File: config.mk
export PLATFORM = sky130hd
export DESIGN_NAME = event_scheduler_flat
export DESIGN_NICKNAME = d
export VERILOG_FILES = /design/src/rtl/event_scheduler_pkg.sv /design/src/rtl/event_scheduler_if.sv /design/src/rtl/event_fifo.sv /design/src/rtl/event_scheduler.sv /design/src/flat_wrapper.sv
export SDC_FILE = /design/constraint.sdc
export NUM_CORES = 1
export LEC_CHECK = 0
export ABC_CLOCK_PERIOD_IN_PS = 2300
export CAP_MARGIN = 20
export CORE_ASPECT_RATIO = 1.4
export CORE_UTILIZATION = 40
export DETAILED_ROUTE_END_ITERATION = 12
export PLACE_DENSITY_LB_ADDON = 0.1
export REMOVE_ABC_BUFFERS = 1
export SETUP_SLACK_MARGIN = 0.15
export SYNTH_ARGS = -nofsm -noshare
export SYNTH_HDL_FRONTEND = slang
export SYNTH_SLANG_ARGS = --single-unit
File: constraint.sdc
create_clock -name clk -period 2.3 [get_ports clk]
set_input_delay 0.46 -clock clk [delete_from_list [all_inputs] [get_ports clk]]
set_output_delay 0.46 -clock clk [all_outputs]
set_load 0.005 [all_outputs]
File: src/rtl/event_scheduler_pkg.sv
// Shared types for the event scheduler: output FSM encoding, code type and
// requester indices used by the arbiter.
package event_scheduler_pkg;

    localparam int CODE_W = 2;
    typedef logic [CODE_W-1:0] code_t;

    typedef enum logic [1:0] {
        ST_IDLE    = 2'd0,
        ST_LOAD    = 2'd1,
        ST_PRESENT = 2'd2
    } state_e;

    // Requester indices; the round-robin pointer holds the favoured one.
    localparam int REQ_ROT = 0;
    localparam int REQ_TMR = 1;

endpackage

File: src/rtl/event_scheduler_if.sv
// Request/response bundle between the event sources, the scheduler and the
// downstream processor. master = environment side, slave = scheduler side.
interface event_scheduler_if #(
    parameter int FIFO_DEPTH = 4
);
    import event_scheduler_pkg::*;

    logic                        rotation_event;
    code_t                       sw;
    logic                        tick_en;
    logic                        y_ready;
    code_t                       y_out;
    logic                        y_valid;
    logic [$clog2(FIFO_DEPTH):0] fifo_count;
    logic                        overflow;

    modport master (
        output rotation_event, sw, tick_en, y_ready,
        input  y_out, y_valid, fifo_count, overflow
    );

    modport slave (
        input  rotation_event, sw, tick_en, y_ready,
        output y_out, y_valid, fifo_count, overflow
    );
endinterface

File: src/rtl/event_fifo.sv
// Circular code queue with occupancy count; push and pop may coincide,
// including push while full when a pop frees the slot in the same edge.
module event_fifo
    import event_scheduler_pkg::*;
#(
    parameter int DEPTH = 4
) (
    input  logic                   clk,
    input  logic                   rst,
    input  logic                   push_i,
    input  code_t                  din_i,
    input  logic                   pop_i,
    output code_t                  dout_o,
    output logic                   full_o,
    output logic                   empty_o,
    output logic [$clog2(DEPTH):0] count_o
);
    localparam int AW = $clog2(DEPTH);
    localparam int CW = AW + 1;

    code_t          mem_q [DEPTH];
    logic [AW-1:0]  wr_q, rd_q;
    logic [CW-1:0]  cnt_q;
    logic           do_push, do_pop;

    assign full_o  = (cnt_q == CW'(DEPTH));
    assign empty_o = (cnt_q == '0);
    assign count_o = cnt_q;
    assign dout_o  = mem_q[rd_q];
    assign do_pop  = pop_i && !empty_o;
    assign do_push = push_i && (!full_o || do_pop);

    always_ff @(posedge clk or posedge rst) begin
        if (rst) begin
            wr_q  <= '0;
            rd_q  <= '0;
            cnt_q <= '0;
        end else begin
            // DEPTH is a power of two, so pointers wrap by natural overflow.
            if (do_push) wr_q <= wr_q + 1'b1;
            if (do_pop)  rd_q <= rd_q + 1'b1;
            case ({do_push, do_pop})
                2'b10:   cnt_q <= cnt_q + 1'b1;
                2'b01:   cnt_q <= cnt_q - 1'b1;
                default: cnt_q <= cnt_q;
            endcase
        end
    end

    always_ff @(posedge clk) begin
        if (do_push) mem_q[wr_q] <= din_i;
    end

endmodule

File: src/rtl/event_scheduler.sv
// Event scheduler top: pending request slots, round-robin arbiter into the
// event FIFO, and a registered output stage with valid/ready handshake.
// Optional auto-step timer (requester 1) when EVENT_SCHEDULER_TIMER_EN is defined.
module event_scheduler
    import event_scheduler_pkg::*;
#(
    parameter int          AUTO_PERIOD = 25000000,
    parameter logic [1:0]  TIMER_CODE  = 2'b01,
    parameter int          FIFO_DEPTH  = 4
) (
    input  logic              clk,
    input  logic              rst,
    event_scheduler_if.slave  bus
);
    localparam int CW = $clog2(FIFO_DEPTH) + 1;

    state_e         state_q;
    code_t          y_out_q;
    logic           y_valid_q;

    logic           p0_q, p0_d;
    code_t          c0_q, c0_d;
    logic           ovf_q, ovf_d;
    logic           gnt0, gnt1;
    logic           push, pop;
    code_t          push_code;
    code_t          fifo_dout;
    logic           fifo_full, fifo_empty;
    logic [CW-1:0]  fifo_cnt;

`ifdef EVENT_SCHEDULER_TIMER_EN
    localparam int TW = (AUTO_PERIOD > 2) ? $clog2(AUTO_PERIOD) : 1;

    logic           p1_q, p1_d;
    logic           rr_q, rr_d;
    logic [TW-1:0]  tmr_q, tmr_d;
    logic           wrap;

    assign wrap = bus.tick_en && (tmr_q == TW'(AUTO_PERIOD - 1));

    always_comb begin
        tmr_d = tmr_q + 1'b1;
        if (!bus.tick_en || wrap) tmr_d = '0;
    end

    // Both pending: the pointer decides; otherwise whichever slot is full.
    assign gnt0 = !fifo_full && p0_q && (!p1_q || rr_q == 1'(REQ_ROT));
    assign gnt1 = !fifo_full && p1_q && (!p0_q || rr_q == 1'(REQ_TMR));
    assign push_code = gnt0 ? c0_q : code_t'(TIMER_CODE);

    always_comb begin
        rr_d = rr_q;
        if (gnt0) rr_d = 1'(REQ_TMR);
        if (gnt1) rr_d = 1'(REQ_ROT);
    end
`else
    logic unused_cfg;
    assign unused_cfg = ^{bus.tick_en, TIMER_CODE, AUTO_PERIOD[0]};

    assign gnt0      = !fifo_full && p0_q;
    assign gnt1      = 1'b0;
    assign push_code = c0_q;
`endif

    assign push = gnt0 || gnt1;

    // A slot that is full when a new request lands drops the request, even
    // if the slot is being granted on the same edge.
    always_comb begin
        p0_d  = p0_q;
        c0_d  = c0_q;
        ovf_d = ovf_q;
        if (gnt0) p0_d = 1'b0;
        if (bus.rotation_event) begin
            if (p0_q) ovf_d = 1'b1;
            else begin
                p0_d = 1'b1;
                c0_d = bus.sw;
            end
        end
`ifdef EVENT_SCHEDULER_TIMER_EN
        p1_d = p1_q;
        if (gnt1) p1_d = 1'b0;
        if (wrap) begin
            if (p1_q) ovf_d = 1'b1;
            else      p1_d  = 1'b1;
        end
`endif
    end

    always_ff @(posedge clk or posedge rst) begin
        if (rst) begin
            p0_q  <= 1'b0;
            c0_q  <= '0;
            ovf_q <= 1'b0;
`ifdef EVENT_SCHEDULER_TIMER_EN
            p1_q  <= 1'b0;
            rr_q  <= 1'(REQ_ROT);
            tmr_q <= '0;
`endif
        end else begin
            p0_q  <= p0_d;
            c0_q  <= c0_d;
            ovf_q <= ovf_d;
`ifdef EVENT_SCHEDULER_TIMER_EN
            p1_q  <= p1_d;
            rr_q  <= rr_d;
            tmr_q <= tmr_d;
`endif
        end
    end

    assign pop = (state_q == ST_LOAD) ||
                 (state_q == ST_PRESENT && bus.y_ready && !fifo_empty);

    event_fifo #(.DEPTH(FIFO_DEPTH)) u_fifo (
        .clk     (clk),
        .rst     (rst),
        .push_i  (push),
        .din_i   (push_code),
        .pop_i   (pop),
        .dout_o  (fifo_dout),
        .full_o  (fifo_full),
        .empty_o (fifo_empty),
        .count_o (fifo_cnt)
    );

    always_ff @(posedge clk or posedge rst) begin
        if (rst) begin
            state_q   <= ST_IDLE;
            y_out_q   <= '0;
            y_valid_q <= 1'b0;
        end else begin
            case (state_q)
                ST_IDLE: begin
                    if (!fifo_empty) state_q <= ST_LOAD;
                end
                ST_LOAD: begin
                    y_out_q   <= fifo_dout;
                    y_valid_q <= 1'b1;
                    state_q   <= ST_PRESENT;
                end
                ST_PRESENT: begin
                    if (bus.y_ready) begin
                        if (!fifo_empty) y_out_q <= fifo_dout;
                        else begin
                            y_valid_q <= 1'b0;
                            state_q   <= ST_IDLE;
                        end
                    end
                end
                default: begin
                    y_valid_q <= 1'b0;
                    state_q   <= ST_IDLE;
                end
            endcase
        end
    end

    assign bus.y_out      = y_out_q;
    assign bus.y_valid    = y_valid_q;
    assign bus.fifo_count = fifo_cnt;
    assign bus.overflow   = ovf_q;

endmodule

File: src/flat_wrapper.sv
// flat-port wrapper written by rule: the top's interface ports become plain ports
module event_scheduler_flat import event_scheduler_pkg::*;
#(
    parameter int          AUTO_PERIOD = 25000000,
    parameter logic [1:0]  TIMER_CODE  = 2'b01,
    parameter int          FIFO_DEPTH  = 4
)
  (clk, rst, bus_rotation_event, bus_sw, bus_tick_en, bus_y_ready, bus_y_out, bus_y_valid, bus_fifo_count, bus_overflow);
  event_scheduler_if #(.FIFO_DEPTH(FIFO_DEPTH)) bus_i ();
  input  logic clk;
  input  logic rst;
  input wire logic [$bits(bus_i.rotation_event)-1:0] bus_rotation_event;
  input wire logic [$bits(bus_i.sw)-1:0] bus_sw;
  input wire logic [$bits(bus_i.tick_en)-1:0] bus_tick_en;
  input wire logic [$bits(bus_i.y_ready)-1:0] bus_y_ready;
  output wire logic [$bits(bus_i.y_out)-1:0] bus_y_out;
  output wire logic [$bits(bus_i.y_valid)-1:0] bus_y_valid;
  output wire logic [$bits(bus_i.fifo_count)-1:0] bus_fifo_count;
  output wire logic [$bits(bus_i.overflow)-1:0] bus_overflow;
  assign bus_i.rotation_event = bus_rotation_event;
  assign bus_i.sw = bus_sw;
  assign bus_i.tick_en = bus_tick_en;
  assign bus_i.y_ready = bus_y_ready;
  assign bus_y_out = bus_i.y_out;
  assign bus_y_valid = bus_i.y_valid;
  assign bus_fifo_count = bus_i.fifo_count;
  assign bus_overflow = bus_i.overflow;
  event_scheduler #(.AUTO_PERIOD(AUTO_PERIOD), .TIMER_CODE(TIMER_CODE), .FIFO_DEPTH(FIFO_DEPTH)) u_core (.clk(clk), .rst(rst), .bus(bus_i));
endmodule
# == Word-level counts from Yosys, hierarchy flattened ==
# Memories as Yosys holds them, arrays and structs flattened.
# Index checks and enable logic that the tools add are counted.
# W data, S select, Z words.
# word_totals
regBits,16
latchBits,0
ram_bits,8
mem_bits_ro,0
out_inout_bits,7
elab_cells,59
memories,1
# memory_table
memory,depth,width,rd,rd_ports_with_merged_regs,write_ports,line,source
u_core.u_fifo.mem_q,4,2,1,0,1,event_fifo.sv:21,code_t mem_q [DEPTH];
# classes
addsub,4
mul,0
div_mod_pow,0
magnitude_cmp,0
eq_ne,9
shift,0
muxes,16
bitwise,2
reduce_logical,18
# ops
cell,count
$mux W2,5
$reduce_and A3 Y1,3
$mux W1,7
$ne A2 B2 Y1 const B,3
$pmux W2 S3,1
$pmux W3 S2,1
$logic_and A1 B1 Y1,5
$add A2 B1 Y2 const B,2
$eq A2 B1 Y1 const B,2
$eq A2 B2 Y1 const B,2
$pmux W2 S2,1
$reduce_and A2 Y1,2
$reduce_bool A2 Y1,2
$add A3 B1 Y3 const B,1
$eq A3 B3 Y1 const B,1
$logic_not A3 Y1,1
$pmux W1 S3,1
$sub A3 B1 Y3 const B,1
$logic_not A1 Y1,2
$logic_not A2 Y1,1
$logic_or A1 B1 Y1,2
$ne A2 B1 Y1 const B,1
$not A1 Y1,2

# == Longest topological paths before layout ==
# Gate-level depths: netlist of run 1.
# depth
ltp_word,9
depth_mapped,9

# == By module ==
# A second synthesis of run 1 with hierarchy kept.
# unflattened
hier_cells,82
area_unflattened_um2,1126.1
# modules_own_cells
mod,instances,cells_per_inst,area_per_inst_um2,seq_area_each_um2
event_fifo,1,49,726.9,415.4
event_scheduler,1,33,399.1,225.2

# == Worst setup path before layout of run 1 ==
# Ideal clock, no wire load.
# synth_timing
path_type,flip-flop to flip-flop
start,register u_core.state_q[0]
end,register u_core.u_fifo.cnt_q[2] (netlist: u_core.u_fifo.count_o[2])
t_arrival_ns,1.804
slack_ns,0.417
stages_incl_launch_ff,9
synth_period_minus_slack_ns,1.883
cell_sequence,dfrtp_1 > nand3b_1 > a21oi_1 > ha_1 > inv_1 > fa_1 > xor2_1 > nor2_1 > xor2_1
# synth_via
elab_chain_cells,9
word_cells_on_any_way,12
cone_classes,eq/ne (4); mux (1); reduce/logical (7)
# synth_lines
item,line,source
start: declaration,event_scheduler.sv:17,state_e state_q;
start signal: assignment,event_scheduler.sv:130,state_q <= ST_IDLE;
start signal: assignment,event_scheduler.sv:136,if (!fifo_empty) state_q <= ST_LOAD;
start signal: assignment,event_scheduler.sv:141,state_q <= ST_PRESENT;
$eq A2 B2 Y1,event_scheduler.sv:114,(state_q == ST_PRESENT && bus.y_ready && !fifo_empty);
$logic_and A1 B1 Y1 (2 in series),event_scheduler.sv:114,
$logic_or A1 B1 Y1 *,event_scheduler.sv:113,assign pop = (state_q == ST_LOAD) ||
$logic_and A1 B1 Y1 *,event_fifo.sv:30,assign do_pop = pop_i && !empty_o;
via u_core.u_fifo.do_pop,event_fifo.sv:24,"logic do_push, do_pop;"
$logic_or A1 B1 Y1,event_fifo.sv:31,assign do_push = push_i && (!full_o || do_pop);
$logic_and A1 B1 Y1,event_fifo.sv:31,
$eq A2 B1 Y1 or $eq A2 B2 Y1 (tied branches),event_fifo.sv:42,"case ({do_push, do_pop})"
$pmux W3 S2 or $reduce_bool A2 Y1 (tied branches),n/a,
end signal: assignment,event_fifo.sv:43,2'b10: cnt_q <= cnt_q + 1'b1;
end signal: assignment,event_fifo.sv:44,2'b01: cnt_q <= cnt_q - 1'b1;
end signal: assignment,event_fifo.sv:45,default: cnt_q <= cnt_q;
end: declaration,event_fifo.sv:23,logic [CW-1:0] cnt_q;
# The timed path passes the listed nets; every way through them passes the cells marked *.
# A chain may end at the register's enable or synchronous reset.

# == Worst setup path in the final report of run 1 ==
# layout_timing
start,input bus_y_ready
end,register u_core.u_fifo.cnt_q[2] (netlist: u_core.u_fifo.count_o[2])
# layout_via
elab_chain_cells,8
word_cells_on_any_way,10
cone_classes,eq/ne (2); mux (1); reduce/logical (7)
# layout_lines
item,line,source
start: declaration,flat_wrapper.sv:15,input wire logic [$bits(bus_i.y_ready)-1:0] bus_y_ready;
$logic_and A1 B1 Y1 * (2 in series),event_scheduler.sv:114,
$logic_or A1 B1 Y1 *,event_scheduler.sv:113,
$logic_and A1 B1 Y1 *,event_fifo.sv:30,
via u_core.u_fifo.do_pop,event_fifo.sv:24,
$logic_or A1 B1 Y1,event_fifo.sv:31,
$logic_and A1 B1 Y1,event_fifo.sv:31,
$eq A2 B1 Y1 or $eq A2 B2 Y1 (tied branches),event_fifo.sv:42,
$pmux W3 S2 or $reduce_bool A2 Y1 (tied branches),n/a,
# Marked as above.

==> results by group, run 1 <==
Yosys
  – Warnings, synthesis: 0
  – #FFs+latches synth: 24
  – Cell area after synthesis: 1080 um2
  – Largest cells by area after synthesis: dfrtp_1 37%, edfxtp_1 22%, ha_1 5.8%
  – Seq/Total Area, Yosys: 0.5933
  – Synthesized area per cell: 14.21 um2
  – Area leader, netlist: dfrtp_1
  – Mapped Cells: 76
  – Post-synth top area share: 0.3708
  – Library cells used by synthesis: 26

Placement
  – GP Congestion: 0.7329
  – PortBufs: 12
  – Setup Slack @ Placement: -74.27 ps
  – Dpl hpwl: 1170 um

Finish
  – # diodes: 0
  – Fillers: 237
  – Layout cells sized above 1: 0.2211
  – Final #Nets: 109
  – Area growth syn-to-layout: 20.63%

Power
  – Register share of total power: 0.460
  – Sw frac: 0.3469
  – Maximum VDD drop: 0.0006081 V
  – Clock power frac: 0.106
  – Combinational Power Share: 0.434
  – PwrDens: 1382 nW/um2
  – Switch Pwr: 624.5 uW
  – Leak pwr: about 0.00052 uW
  – Power Internal: 1176 uW
  – Total power: between 1500 and 2000 uW

Die
  – Die area: 2914 um2
  – Io pins: 14
  – Die X-Extent: 45.91 um
  – Total core area: 2470 um2
  – Number of core rows: 21
  – Initial Util: 0.4372
  – Die Y: between 60 and 70 um

Clocking
  – Post-CTS Setup Inserts: 0
  – CTS tree: done
  – Clock root buffer: clkbuf_4
  – CTS Buf Count: 3
  – Worst-path clk slew: 130 ps
  – CTS Buffer Depth: 2
  – H-tree depth: 1
  – Clk sinks: 24
  – Worst skew pair latency: 320 ps

Detailed routing
  – Post-route ant nets: 0
  – DRT Pass-1 Iters: 2
  – Total number of vias: 595
  – Vias per cell: 4.612
  – DRT Wirelength: 1536 um
  – WL/cell: 11.91 um
  – DR DRC count: 0
  – Iteration-0 DRC Markers: 14

Critical path
  – Worst Path Required: 2550 ps
  – Max FO, Critical Path: 2
  – Critical path capture point type: flop
  – CP startpoint kind: input pin
  – Worst EP arrival: 2230 ps
  – WS Path Type: in2reg

STA
  – Worst Tran Pin Value: between 600 and 700 ps
  – Final setup fails: 0
  – Tcrit/Tclk final: 0.8622
  – Setup WS post-layout: 316.9 ps
  – Setup_tns: 0 ps
  – Fmax: ~500 MHz
  – Max-slew violation count: 0
  – Hold Slack: 482.9 ps
  – Tmin final: 1983 ps
  – RSZ-0062 raised after global routing: false
  – Fin Clk Skew: 5.029 ps
  – Final Hold Fails: 0
  – Slew margin rel.: 0.5851

Hold path
  – Worst hold path type: reg2reg

GRT
  – Number of global-route vias before repair: 611
  – Pin count of the biggest net entering global routing: 17
  – First-pass GRT wire length: 2739 um
  – Initial antenna violation count: 0
  – Total grt overflow: 0
  – Tot GR Track Use: 0.1306

Run
  – Max-cap violations: 0

Outcome
  – Status: complete, no violations
layout make-up:
class,count,area [um2],share of cell area
clock inverters,1,3.754,0.002882
well taps,34,42.54,0.03266
flip-flops and latches,24,643.1,0.4938
clock buffers,3,22.52,0.01729
multi-input cells,43,414.1,0.3180
inverters,9,33.78,0.02594
repair buffers,15,142.6,0.1095
stage by stage:
step	util	std cells	instance area, um2
global placement	0.5122	125	1265
CTS	0.5228	129	1291
detailed placement	0.5122	125	1265
floorplan	-	76	1080
finish	0.5274	129	1303
global route	0.5274	129	1303
power by group through the flow:
stage | Clock (uW) | Sequential (uW) | Combinational, uW
floorplan | 0 | 802 | 535
global placement | 0 | 832 | 754
detailed placement | 0 | 839 | 773
CTS | 190 | 827 | 778
global route | 208 | 863 | 894
finish | 190 | 828 | 782
timing repair:
action | 4_1_cts | 5_1_grt
hold buffers | 0 | 0
gates resized for setup | 0 | 6
setup endpoints to repair | 0 | 1
hold endpoints to repair | 0 | 0
Yosys cell counts:
cell type  number
a21o_1          1
nor3_4          1
a211oi_1        1
o21ai_1         1
xor2_1          3
nand2_1         1
o21ai_0         3
nand3b_1        1
a31oi_4         1
ha_1            5
xnor2_1         3
nor4b_1         1
nor2b_1         1
and2_1          4
a21oi_1         1
mux2_4          1
mux2_2          4
nor2_1          3
inv_1           9
nand2b_1        2
dfrtp_1        16
fa_1            1
nor3_1          1
edfxtp_1        8
mux4_2          2
o21a_1          1
logic make-up (layout without fill, tap and decap cells):
group                      Yosys count  after routing  synth area share
buffers and inverters                9             28           0.03128
adders and majority gates            6              6           0.07648
xor gates and xnor gates             6              6           0.04868
AOI/OAI and AO/OA                    9              9           0.06373
muxes                                7              7           0.09732
DFF                                 24             24            0.5933
and+or+nand+nor                     15             15           0.08922
worst paths after layout:
check	startpoint	endpoint	slack [ps]	cells past startpoint
max reg2reg	u_core.u_fifo.count_o[1]$_DFFE_PP0P_	u_core.u_fifo.count_o[2]$_DFFE_PP0P_	360	9
min	u_core.bus.overflow$_DFFE_PP0P_	u_core.bus.overflow$_DFFE_PP0P_	480	1
max in group asynchronous	rst	u_core.u_fifo.count_o[0]$_DFFE_PP0P_	1360	2
min reg2reg	u_core.bus.overflow$_DFFE_PP0P_	u_core.bus.overflow$_DFFE_PP0P_	480	1
min in group asynchronous	rst	u_core.c0_q[1]$_DFFE_PP0P_	500	2
max	bus_y_ready	u_core.u_fifo.count_o[2]$_DFFE_PP0P_	320	9
worst max-delay path, cell delays in order:
cell and delay, ps:
clkdlybuf4s50_1 470, nand3b_1 120, a21oi_2 170, ha_2 200
inv_1 50, fa_2 330, xor2_1 150, nor2_1 140
xor2_1 150
layout by cell type (no fill, tap or decap), drive strengths merged, types with 4 or more instances in the layout:
| cell | n |
|---|---|
| dfrtp | 16 |
| mux2 | 5 |
| clkdlybuf4s50 | 12 |
| o21ai | 4 |
| inv | 9 |
| edfxtp | 8 |
| and2 | 4 |
| ha | 5 |
sequential cells by signal, indices dropped and copies added, names as in the netlist:
signal                 count
u_core.c0_q                2
u_core.bus.overflow        1
u_core.u_fifo.count_o      3
u_core.p0_q                1
u_core.u_fifo.rd_q         2
u_core.bus.y_out           2
u_core.u_fifo.wr_q         2
u_core.bus.y_valid         1
u_core.state_q             2
u_core.u_fifo.mem_q        8
routing by layer:
layer,part of all wire,global-route usage,vias to the layer above
met5,0,0,-
met4,0.024,0.06618,0
met3,0.026,0.01719,5
met2,0.50,0.2148,12
met1,0.45,0.1594,282
li1,-,-,296
No activity file was read; power rests on OpenSTA's default activity.
==> run 2: changes to the inputs <==
Settings changed: CELL_PAD_IN_SITES_DETAIL_PLACEMENT set to 1, CELL_PAD_IN_SITES_GLOBAL_PLACEMENT set to 1, CTS_BUF_LIST set to sky130_fd_sc_hd__clkbuf_4 sky130_fd_sc_hd__clkbuf_8 sky130_fd_sc_hd__clkbuf_16, GPL_TIMING_DRIVEN set to 1.
==> results by group, run 2 (synthesis results as in run 1) <==
STA
  – Fin Clk Skew: 4.979 ps (-0.04982 ps)
  – Final setup fails: 0 (unchanged)
  – Max-slew violation count: 0 (unchanged)
  – Worst Tran Pin Value: 615.5 ps (-6.241 ps)
  – Tcrit/Tclk final: 0.8783 (+0.01606)
  – Final Hold Fails: 0 (unchanged)
  – Tmin final: 2020 ps (+36.93 ps)
  – RSZ-0062 raised after global routing: false
  – Fmax: 495.0 MHz (-1.8%)
  – Hold Slack: 481.2 ps (-1.732 ps)
  – Slew margin rel.: 0.5892 (+0.004165)

Power
  – Leak pwr: 0.0005249 uW (+0.38%)
  – Combinational Power Share: 0.439 (+0.005)
  – PwrDens: 1388 nW/um2 (+0.43%)
  – Clock power frac: 0.099 (-0.007)
  – Switch Pwr: 626.4 uW (+0.31%)
  – Sw frac: 0.3474 (+0.0005678)
  – Register share of total power: 0.461 (about the same)
  – Maximum VDD drop: 0.0005748 V (-5.5%)
  – Power Internal: 1177 uW (about the same)

Clocking
  – Worst-path clk slew: 120 ps (about the same)
  – CTS tree: done
  – Clock root buffer: clkbuf_4
  – Worst skew pair latency: 310 ps (about the same)
  – CTS Buffer Depth: 2 (unchanged)
  – Post-CTS Setup Inserts: 0 (unchanged)
  – Hold buffers post-CTS: 0 (unchanged)
  – H-tree depth: 1 (unchanged)
  – Clk sinks: 24 (unchanged)
  – CTS Buf Count: 3 (unchanged)

Detailed routing
  – Total number of vias: 617 (+3.7%)
  – DR DRC count: 0 (unchanged)
  – DRT Wirelength: 1688 um (+9.9%)
  – WL/cell: 13.09 um (+9.9%)
  – Iteration-0 DRC Markers: 4 (-10)
  – Vias per cell: 4.783 (+3.7%)
  – DRT Pass-1 Iters: 4 (+2)
  – Post-route ant nets: 0 (unchanged)

Critical path
  – Max FO, Critical Path: 2 (unchanged)
  – Critical path capture point type: flop
  – Worst Setup SP: bus_y_ready
  – R2r setup slk: 330 ps (-30 ps)
  – Reg2reg path depth: 9 (unchanged)
  – Worst R2R End: u_core.u_fifo.count_o[2]$_DFFE_PP0P_
  – Worst setup endpoint: u_core.u_fifo.count_o[2]$_DFFE_PP0P_
  – Worst EP arrival: 2270 ps (+40 ps)
  – Crit Reg-Reg Startpoint: u_core.u_fifo.count_o[0]$_DFFE_PP0P_
  – Worst Path Required: 2550 ps (about the same)
  – WS Path Type: in2reg
  – CP startpoint kind: input pin

Finish
  – Fin area: 1299 um2 (-0.29%)
  – Area growth syn-to-layout: 20.28%
  – Fillers: 275 (+16%)
  – Most flop-heavy register: u_core.u_fifo.mem_q
  – Layout cells sized above 1: 0.2000 (-0.02105)
  – # diodes: 0 (unchanged)
  – Max reg flops: 8 (unchanged)
  – Commonest non-fill, non-tap cell in the layout: dfrtp_1
  – Final #Nets: 109 (unchanged)
  – Most frequent cells in the layout: 15 x dfrtp_1, 12 x clkdlybuf4s50_1, 8 x inv_1, 8 x edfxtp_1

Placement
  – GP Congestion: 0.7140 (-2.6%)
  – Placed instance area: 1265 um2 (unchanged)
  – PortBufs: 12 (unchanged)
  – Dpl hpwl: 1340 um (+15%)

GRT
  – Tot GR Track Use: 0.1524 (+0.02180)
  – Initial antenna violation count: 0 (unchanged)
  – Number of global-route vias before repair: 685 (+12%)
  – First-pass GRT wire length: 3098 um (+13%)
  – Pin count of the biggest net entering global routing: 17 (unchanged)
  – Total grt overflow: 0 (unchanged)

Run
  – Max-cap violations: 0 (unchanged)

Die
  – Number of core rows: 21 (unchanged)
  – Io pins: 14 (unchanged)
  – Total core area: 2470 um2 (unchanged)
  – Die area: 2914 um2 (unchanged)
  – Initial Util: 0.4372 (unchanged)
  – Die X-Extent: 45.91 um (unchanged)
  – Die Y: 63.48 um (unchanged)

Outcome
  – Status: complete, no violations

Hold path
  – Worst hold path type: reg2reg
run 2: worst min path at each step:
| stage | slack (ps) | depth (start not counted) | to | start |
|---|---|---|---|---|
| floorplan | 370 | 1 | u_core.bus.overflow$_DFFE_PP0P_ | rst |
| global placement | 440 | 1 | u_core.bus.overflow$_DFFE_PP0P_ | u_core.bus.overflow$_DFFE_PP0P_ |
| detailed placement | 450 | 1 | u_core.bus.overflow$_DFFE_PP0P_ | u_core.bus.overflow$_DFFE_PP0P_ |
| CTS | 490 | 1 | u_core.bus.overflow$_DFFE_PP0P_ | u_core.bus.overflow$_DFFE_PP0P_ |
| global route | 500 | 1 | u_core.bus.overflow$_DFFE_PP0P_ | u_core.bus.overflow$_DFFE_PP0P_ |
| finish | 480 | 1 | u_core.bus.overflow$_DFFE_PP0P_ | u_core.bus.overflow$_DFFE_PP0P_ |
run 2: per-stage QoR:
step | util | setup TNS [ps] | setup WS, ps | power (uW) | std cells
floorplan | - | 0 | 416.7 | 1337 | 76
finish | 0.5258 | 0 | 279.9 | 1803 | 129
CTS | 0.5228 | 0 | 225.0 | 1826 | 129
global route | 0.5258 | 0 | 155.7 | 1983 | 129
detailed placement | 0.5122 | -107.0 | -107.0 | 1641 | 125
global placement | 0.5122 | -90.74 | -90.74 | 1583 | 125
run 2: timing repair:
item	4_1_cts	5_1_grt
resized for setup	0	4
endpoints found under the setup margin	0	2
endpoints found under the hold margin	0	0
run 2: routing by layer:
metal	part of all wire	GRT usage	vias to the layer above
met5	0	0	-
met4	0.023	0.08824	0
met3	0.029	0.03438	4
met2	0.55	0.2482	10
met1	0.40	0.1733	307
li1	-	-	296
run 2: worst max-delay path, stage by stage:
cell,delay (ps)
clkdlybuf4s50_1,480
nand3b_1,120
a21oi_2,160
ha_2,210
inv_1,50
fa_1,380
xor2_1,150
nor2_1,110
xor2_1,140
run 2: power by group through the flow:
stage	clock network (uW)	logic, uW	registers, uW
after floorplan	0	535	802
after global placement	0	753	830
after detailed placement	0	794	847
after CTS	192	798	836
after global routing	210	905	868
final	179	792	832
run 2: cell type report:
class	count	area (um2)	share of cell area
Sequential cell	24	641.9	0.4942
Clock inverter	1	3.754	0.002890
Multi-Input combinational cell	43	411.6	0.3170
Clock buffer	3	22.52	0.01734
Timing Repair Buffer	15	142.6	0.1098
Tap cell	34	42.54	0.03276
Inverter	9	33.78	0.02601
